===== src/rtl/pipe_ctrl.sv =====
// pipe_ctrl: stall/redirect/trap arbitration and interrupt/bus-timeout sequencing for the 5-stage core
module pipe_ctrl #(
    parameter logic [31:0] TRAP_VEC    = 32'h0000_0100,
    parameter int          BUS_TIMEOUT = 16,
    parameter int          HOLD_W      = 3
) (
    input  logic              clk_i,
    input  logic              rst_ni,
    input  logic              id_stall_i,
    input  logic              ex_busy_i,
    input  logic              ex_jump_i,
    input  logic [31:0]       ex_jump_addr_i,
    input  logic [31:0]       ex_pc_i,
    input  logic              bus_stall_i,
    input  logic              irq_i,
    input  logic              irq_en_i,
    output logic [HOLD_W-1:0] hold_flag_o,
    output logic              jump_flag_o,
    output logic [31:0]       jump_addr_o,
    output logic              flush_o,
    output logic              trap_o,
    output logic [1:0]        trap_cause_o,
    output logic [31:0]       epc_o
);
    typedef enum logic [1:0] {RUN, DRAIN, TRAP} state_t;
    state_t      state;
    logic        pend_v;
    logic [31:0] pend_addr;
    logic [31:0] epc;
    logic [7:0]  cnt;
    logic [1:0]  cause;
    logic        run, drain, trap, redir_p, redir_e, latch, tmo, irq_go;
    always_comb begin
        run         = rst_ni && state == RUN;
        drain       = rst_ni && state == DRAIN;
        trap        = rst_ni && state == TRAP;
        redir_p     = run && pend_v && !bus_stall_i;
        redir_e     = run && !pend_v && ex_jump_i && !bus_stall_i;
        latch       = run && ex_jump_i && bus_stall_i;
        tmo         = run && bus_stall_i && cnt == 8'(BUS_TIMEOUT - 2);
        irq_go      = run && irq_i && irq_en_i && !redir_p && !redir_e && !tmo;
        jump_flag_o = redir_p || redir_e || trap;
        jump_addr_o = trap ? TRAP_VEC : redir_p ? pend_addr : redir_e ? ex_jump_addr_i : '0;
        flush_o     = jump_flag_o || latch;
        hold_flag_o = drain ? HOLD_W'(3) :
                      (!run || redir_p || redir_e) ? HOLD_W'(0) :
                      latch ? HOLD_W'(1) :
                      ex_busy_i ? HOLD_W'(3) :
                      id_stall_i ? HOLD_W'(2) :
                      bus_stall_i ? HOLD_W'(1) : HOLD_W'(0);
        trap_o       = trap;
        trap_cause_o = trap ? cause : 2'd0;
        epc_o        = rst_ni ? epc : '0;
    end
    always_ff @(posedge clk_i) begin
        if (!rst_ni) begin
            state     <= RUN;
            pend_v    <= 1'b0;
            pend_addr <= '0;
            cnt       <= '0;
            epc       <= '0;
            cause     <= 2'd0;
        end else begin
            case (state)
                RUN: begin
                    if (redir_p) pend_v <= 1'b0;
                    if (latch) begin
                        pend_v    <= 1'b1;
                        pend_addr <= ex_jump_addr_i;
                    end
                    cnt <= !bus_stall_i ? 8'd0 : cnt == 8'hff ? cnt : cnt + 8'd1;
                    if (tmo) begin
                        epc   <= ex_pc_i;
                        cause <= 2'd2;
                        state <= TRAP;
                    end else if (irq_go) state <= DRAIN;
                end
                DRAIN: if (!ex_busy_i) begin
                    epc   <= ex_pc_i;
                    cause <= 2'd1;
                    state <= TRAP;
                end
                default: begin
                    pend_v <= 1'b0;
                    cnt    <= '0;
                    state  <= RUN;
                end
            endcase
        end
    end
endmodule

===== config.mk =====
export PLATFORM = sky130hd
export DESIGN_NAME = pipe_ctrl
export DESIGN_NICKNAME = d
export VERILOG_FILES = /design/src/rtl/pipe_ctrl.sv
export SDC_FILE = /design/constraint.sdc
export NUM_CORES = 1
export LEC_CHECK = 0
export ABC_AREA = 1
export CORE_MARGIN = 1.5
export CORE_UTILIZATION = 35
export CTS_CLUSTER_DIAMETER = 60
export CTS_CLUSTER_SIZE = 30
export DETAILED_ROUTE_END_ITERATION = 7
export HOLD_SLACK_MARGIN = 0.12
export SLEW_MARGIN = 20
export SYNTH_ARGS = -nofsm -noshare
export SYNTH_HDL_FRONTEND = slang
export SYNTH_SLANG_ARGS = --single-unit

===== constraint.sdc =====
create_clock -name clk_i -period 2.6 [get_ports clk_i]
set_clock_uncertainty 0.05 [all_clocks]
set_input_delay 0.39 -clock clk_i [delete_from_list [all_inputs] [get_ports clk_i]]
set_output_delay 0.39 -clock clk_i [all_outputs]
set_load 0.01 [all_outputs]

**Word-level counts from Yosys, hierarchy flattened**

Index checks and enable logic that the tools add are counted.

- Bits in registers: 77
- Input port bits: 72
- Output and inout port bits: 72
- Word-level logic and storage cells: 79

- Add/subtract/negate cells: 1
- Eq/ne operators: 9
- Multiplexer cells: 27
- Bitwise logic cells: 1
- Reductions and logical operators: 35

Operators by type and width:

| cell | count |
|---|---|
| 32-bit two-way mux | 6 |
| 32-bit case mux with 2 select lines | 1 |
| 2-bit two-way mux | 11 |
| 1-bit logical AND | 17 |
| 8-bit two-way mux | 2 |
| 8-bit case mux with 2 select lines | 1 |
| 3-bit != test (second input constant) | 3 |
| 8-bit by 1-bit adder with 8-bit output (second input constant) | 1 |
| 8-bit by 4-bit == test with 1-bit output (second input constant) | 1 |
| 8-bit == test (second input constant) | 1 |
| 2-bit case mux with 2 select lines | 2 |
| 2-bit AND reduction | 4 |
| 1-bit logical NOT | 6 |
| 1-bit logical OR | 5 |
| 2-bit != test (second input constant) | 2 |
| 1-bit two-way mux | 3 |
| 3-bit AND reduction | 1 |
| 2-bit by 1-bit == test with 1-bit output (second input constant) | 1 |
| 2-bit == test (second input constant) | 1 |
| 2-bit logical NOT | 1 |
| 1-bit case mux with 2 select lines | 1 |
| 2-bit nonzero test | 1 |
| 1-bit NOT | 1 |

**Depth between registers and ports, before layout**

- Depth after elaboration: 11
- Depth in mapped cells: 10
- Mapped depth without buffers: 9

**Worst setup path after synthesis**

No wires, ideal clock.

- Kind: reg-to-output
- Start: register state[0]
- End: output port jump_addr_o[23]
- Arrival time: 1.235 ns
- Data required time: 2.160 ns
- Slack: 0.925 ns
- Stages on the path, launching flop included: 7
- Path buffers: 1
- Cell sequence: dfxtp_1 > nor2_4 > nand2_4 > inv_2 > nand3_2 > buf_2 > o22ai_1

- Longest elaborated chain between the ends: 8
- Elaborated cells between the ends (all ways): 12
- Classes of those cells: eq/ne (1); mux (3); reduce/logical (8)

RTL lines:

| item | RTL line | source |
|---|---|---|
| start, declared | 26 | `state_t state;` |
| start signal, assigned | 57 | `state <= RUN;` |
| start signal, assigned | 75 | `state <= TRAP;` |
| start signal, assigned | 76 | `end else if (irq_go) state <= DRAIN;` |
| 2-bit logical NOT | 34 | `run = rst_ni && state == RUN;` |
| 1-bit logical AND | 34 |  |
| 1-bit logical AND (3 in series) | 38 | `redir_e = run && !pend_v && ex_jump_i && !bus_stall_i;` |
| 32-bit two-way mux (2 in series) | 43 | `jump_addr_o = trap ? TRAP_VEC : redir_p ? pend_addr : redir_e ? ex_jump_addr_i : '0;` |
| 32-bit two-way mux (*) | 43 |  |
| end, declared | 19 | `output logic [31:0] jump_addr_o,` |

Mark *: on every way between the ends. The rest lies on a longest branch, timed or not.

**Worst setup path in the final report**

- Start: input port bus_stall_i
- End: output port jump_addr_o[31]

- Longest elaborated chain between the ends: 5
- Elaborated cells between the ends (all ways): 6
- Classes of those cells: mux (3); reduce/logical (3)

RTL lines:

| item | RTL line | source |
|---|---|---|
| start, declared | 14 | `input logic bus_stall_i,` |
| 1-bit logical NOT (*) | n/a |  |
| 1-bit logical AND | 38 |  |
| 32-bit two-way mux | 43 |  |
| 32-bit two-way mux (*) (2 in series) | 43 |  |

Marked as above.

==> results by group <==
Timing
  • Slew Viols, Final: 0
  • Final worst-path cycle share: between 90% and 100%
  • Achievable frequency: approximately 0.4 GHz
  • Headroom to the max-slew limit: approximately 60%
  • Least-Margin Pin Slew: 605.2 ps
  • Crit path time final: approximately 2500 ps
  • Endpoints failing hold: 0
  • Number of failing setup endpoints in the final timing report: 0

Logic synthesis
  • EDFF count, synth: 0
  • Avg Cell Area, Syn: between 7 and 8 µm²
  • Largest cells by area after synthesis: sky130_fd_sc_hd__dfxtp_1 38%, sky130_fd_sc_hd__inv_1 11%, sky130_fd_sc_hd__nand2_1 7.1%, sky130_fd_sc_hd__a21oi_2 6.3%, sky130_fd_sc_hd__a21oi_1 5.4%
  • Synth cell count leaders: 116 x sky130_fd_sc_hd__inv_1, 77 x sky130_fd_sc_hd__dfxtp_1, 76 x sky130_fd_sc_hd__nand2_1, 44 x sky130_fd_sc_hd__a21oi_1, 36 x sky130_fd_sc_hd__o21ai_0
  • Proportion of synthesized flip-flops having asynchronous set or reset: 0%
  • Area share of the leading cell type in the synthesized netlist: between 30% and 40%
  • Seq cells post-synth: between 70 and 80
  • Most common cell in the netlist: sky130_fd_sc_hd__inv_1
  • Top flip-flop cell by instance count after synthesis: sky130_fd_sc_hd__dfxtp_1
  • Library cell occupying the most area in the post-synthesis netlist: sky130_fd_sc_hd__dfxtp_1
  • Syn nets: about 630
  • Mapped Area: 0.004043 mm²
  • Post-synthesis instance total: about 550
  • Warnings from Yosys: 0
  • Register area share after synthesis: between 30% and 40%
  • Netlist cell types: 30

Run status
  • Status: complete, no violations

Setup path
  • Worst EP arrival: 2090 ps
  • Critical Path Max Stage Delay: roughly 580 ps
  • CP bufs+invs: 3
  • Endpoint type of the worst setup path: output pin
  • Required time of the critical path: between 2000 and 2500 ps
  • Most numerous cell on the critical path: sky130_fd_sc_hd__clkdlybuf4s50_1
  • Max FO, Critical Path: 16
  • Cell class contributing the biggest share of worst-path delay: buffers and inverters
  • Start-to-end type of the worst setup path: input port to output pin
  • Slowest cell on crit path: sky130_fd_sc_hd__clkdlybuf4s50_1
  • Critical path, cell by cell: clkdlybuf4s50_1, nor2_1, nand3_2, buf_4, o22ai_1, clkdlybuf4s50_1
  • Critical Path Source Type: input port

Pwr
  • Sum of internal, switching and leakage power: 0.003025 W
  • Power density of the placed cells: 518.3 mW/mm²
  • P_leak: about 2.8 nW
  • Worst vdd ir: approximately 0.27 mV

Routing
  • First DRT Iteration DRCs: about 290
  • DR pass1 iterations: 4
  • Met3 WL post-DR: about 630 µm
  • Drt wl/cell: around 13 µm
  • Wire length on met2: between 4000 and 5000 µm
  • Total via count in the routed design: between 3000 and 4000
  • Top layer reached by signal wires: met4
  • Vias per std cell: around 4.7
  • Number of design rule violations left after detail routing: 0
  • Wirelength, routed: 10930 µm
  • WL met1: between 5000 and 6000 µm
  • Antenna-violating nets left: 0

Global routing
  • First-pass GRT wire length: 17840 µm
  • Maximum number of pins on one net before global-route repair: 46
  • Global routing usage summed across all routing layers: between 10% and 20%
  • Overflow after GRT: 0
  • Number of global-route vias before repair: 3767
  • Number of antenna violations at the first check in global routing: 0

Hold path
  • Path category of the worst min-delay check: register to register

Final layout
  • Reg area: about 0.0015 mm²
  • Fill cell instance count of the final layout: approximately 1100
  • Antenna cell count: 0
  • Share of the core filled with cells in the final layout: 51.55%
  • Synth-to-layout area growth: 44.35%
  • Post-layout instance area: between 0.005 and 0.006 mm²
  • Final Instance Count excl. Fillers: 832
  • Fraction of final layout cells sized beyond drive strength 1: approximately 14%
  • Nets@finish: ~760
  • Area taken by multi-input logic gates: 0.001803 mm²

Place
  • Number of port buffers: ~140
  • Area of placed instances: 0.005504 mm²
  • Half-perimeter wire length of the detailed placement result: 7651 µm
  • Final weighted congestion in routability-driven placement: around 0.87
  • Cell count after placement: 815

Die
  • CORE AREA: 0.01132 mm²
  • Floorplan row count: 39
  • Initial Utilization: a little over a third
  • Chip Height: 110.5 µm
  • Die width: about 110 µm
  • Die Outline Area: between 0.01 and 0.015 mm²
  • Top-level I/O count: roughly 140

Clock tree
  • Clock tree from TritonCTS: built
  • Clock Pin Slew Worst Setup and Hold Paths: approximately 50 ps
  • Clock buffer count from CTS: 9
  • Clock H-tree levels: 3
  • Buffers from clock root to sink, at most: 2
  • Clock sink count: 77
  • Later-pin clock latency in the skew report: 320 ps
  • Root Buffer: sky130_fd_sc_hd__clkbuf_16

Run
  • Max-cap check violation count: 0
-- cell families (layout without fill, tap and decap cells) --
family | Yosys count | in the layout | share of synthesized area [%]
AOI/OAI and AO/OA | 147 | 147 | 22.07
adders and majority gates | 2 | 2 | 0.6189
buffers and inverters | 155 | 293 | 17.27
DFF | 77 | 77 | 38.13
other | 1 | 1 | 0.09276
and+or+nand+nor | 169 | 169 | 21.82
-- metal layers --
metal,global-route usage [%],vias to the layer above
li1,-,2019
met1,24.25,1757
met2,27.04,127
met3,4.171,8
met4,4.701,0
met5,0,-
-- repair_timing --
item                                   4_1_cts  5_1_grt
hold buffers                                 0        0
setup buffers                                0        1
endpoints found under the hold margin        0        0
setup endpoints to repair                    2       33
resized for setup                            2       22
-- tightest hold or removal path, stage by stage, from the launching register on --
cell and delay [ps]:
sky130_fd_sc_hd__dfxtp_1 290, sky130_fd_sc_hd__inv_1 60, sky130_fd_sc_hd__a21oi_1 60
-- state kept, by name, indices dropped and copies added, names as in the netlist --
name       count
state          2
pend_addr     32
cause          2
epc           32
cnt            8
pend_v         1
-- through the flow --
step / worst slack (ps) / TNS [ps] / hold slack, ps
final: 74.31 / 0 / 402.4
after floorplan: 925.2 / 0 / 379.7
after detailed placement: 34.31 / 0 / 396.2
after global placement: 61.43 / 0 / 389.7
after global routing: -0.4261 / -0.4261 / 427.4
after CTS: 8.257 / 0 / 405.3
-- cell usage in the layout (no fill, tap or decap), drive strengths merged --
cell type and instances:
a21oi 73, nand3 45, nor3 3, clkbuf 15, o221ai 1, o22ai 33, inv 121, nand4 3
a31oi 2, clkinv 1, clkdlybuf4s50 118, nor2 26, dfxtp 77, o21ai 38, ha 2, dlymetal6s2s 21
conb 1, dlygate4sd2 2, buf 15, nand2 92
-- final timing paths --
| kind | slack, ps | to | cells after the start | from |
|---|---|---|---|---|
| setup / recovery | 70 | jump_addr_o[31] | 6 | bus_stall_i |
| hold / removal | 400 | pend_addr[6] | 2 | pend_addr[6] |
| setup reg to reg | 930 | epc[7] | 9 | cnt[0] |
| hold reg to reg | 400 | pend_addr[6] | 2 | pend_addr[6] |
-- report_power, final --
part           internal [W]  switching [W]  leakage [nW]
sequential          0.00125      0.0000336         0.627
clock              0.000699       0.000455         0.134
combinational      0.000276       0.000312          2.01
total               0.00222       0.000801          2.77
-- cell type report --
class,instances,area share [%]
multi-input cells,319,30.90
repair buffers,156,27.14
well taps,143,3.066
inverters,121,7.783
clock buffers,15,4.588
flip-flops and latches,77,26.44
clock inverters,1,0.08576
No activity file was read; power rests on OpenSTA's default activity.
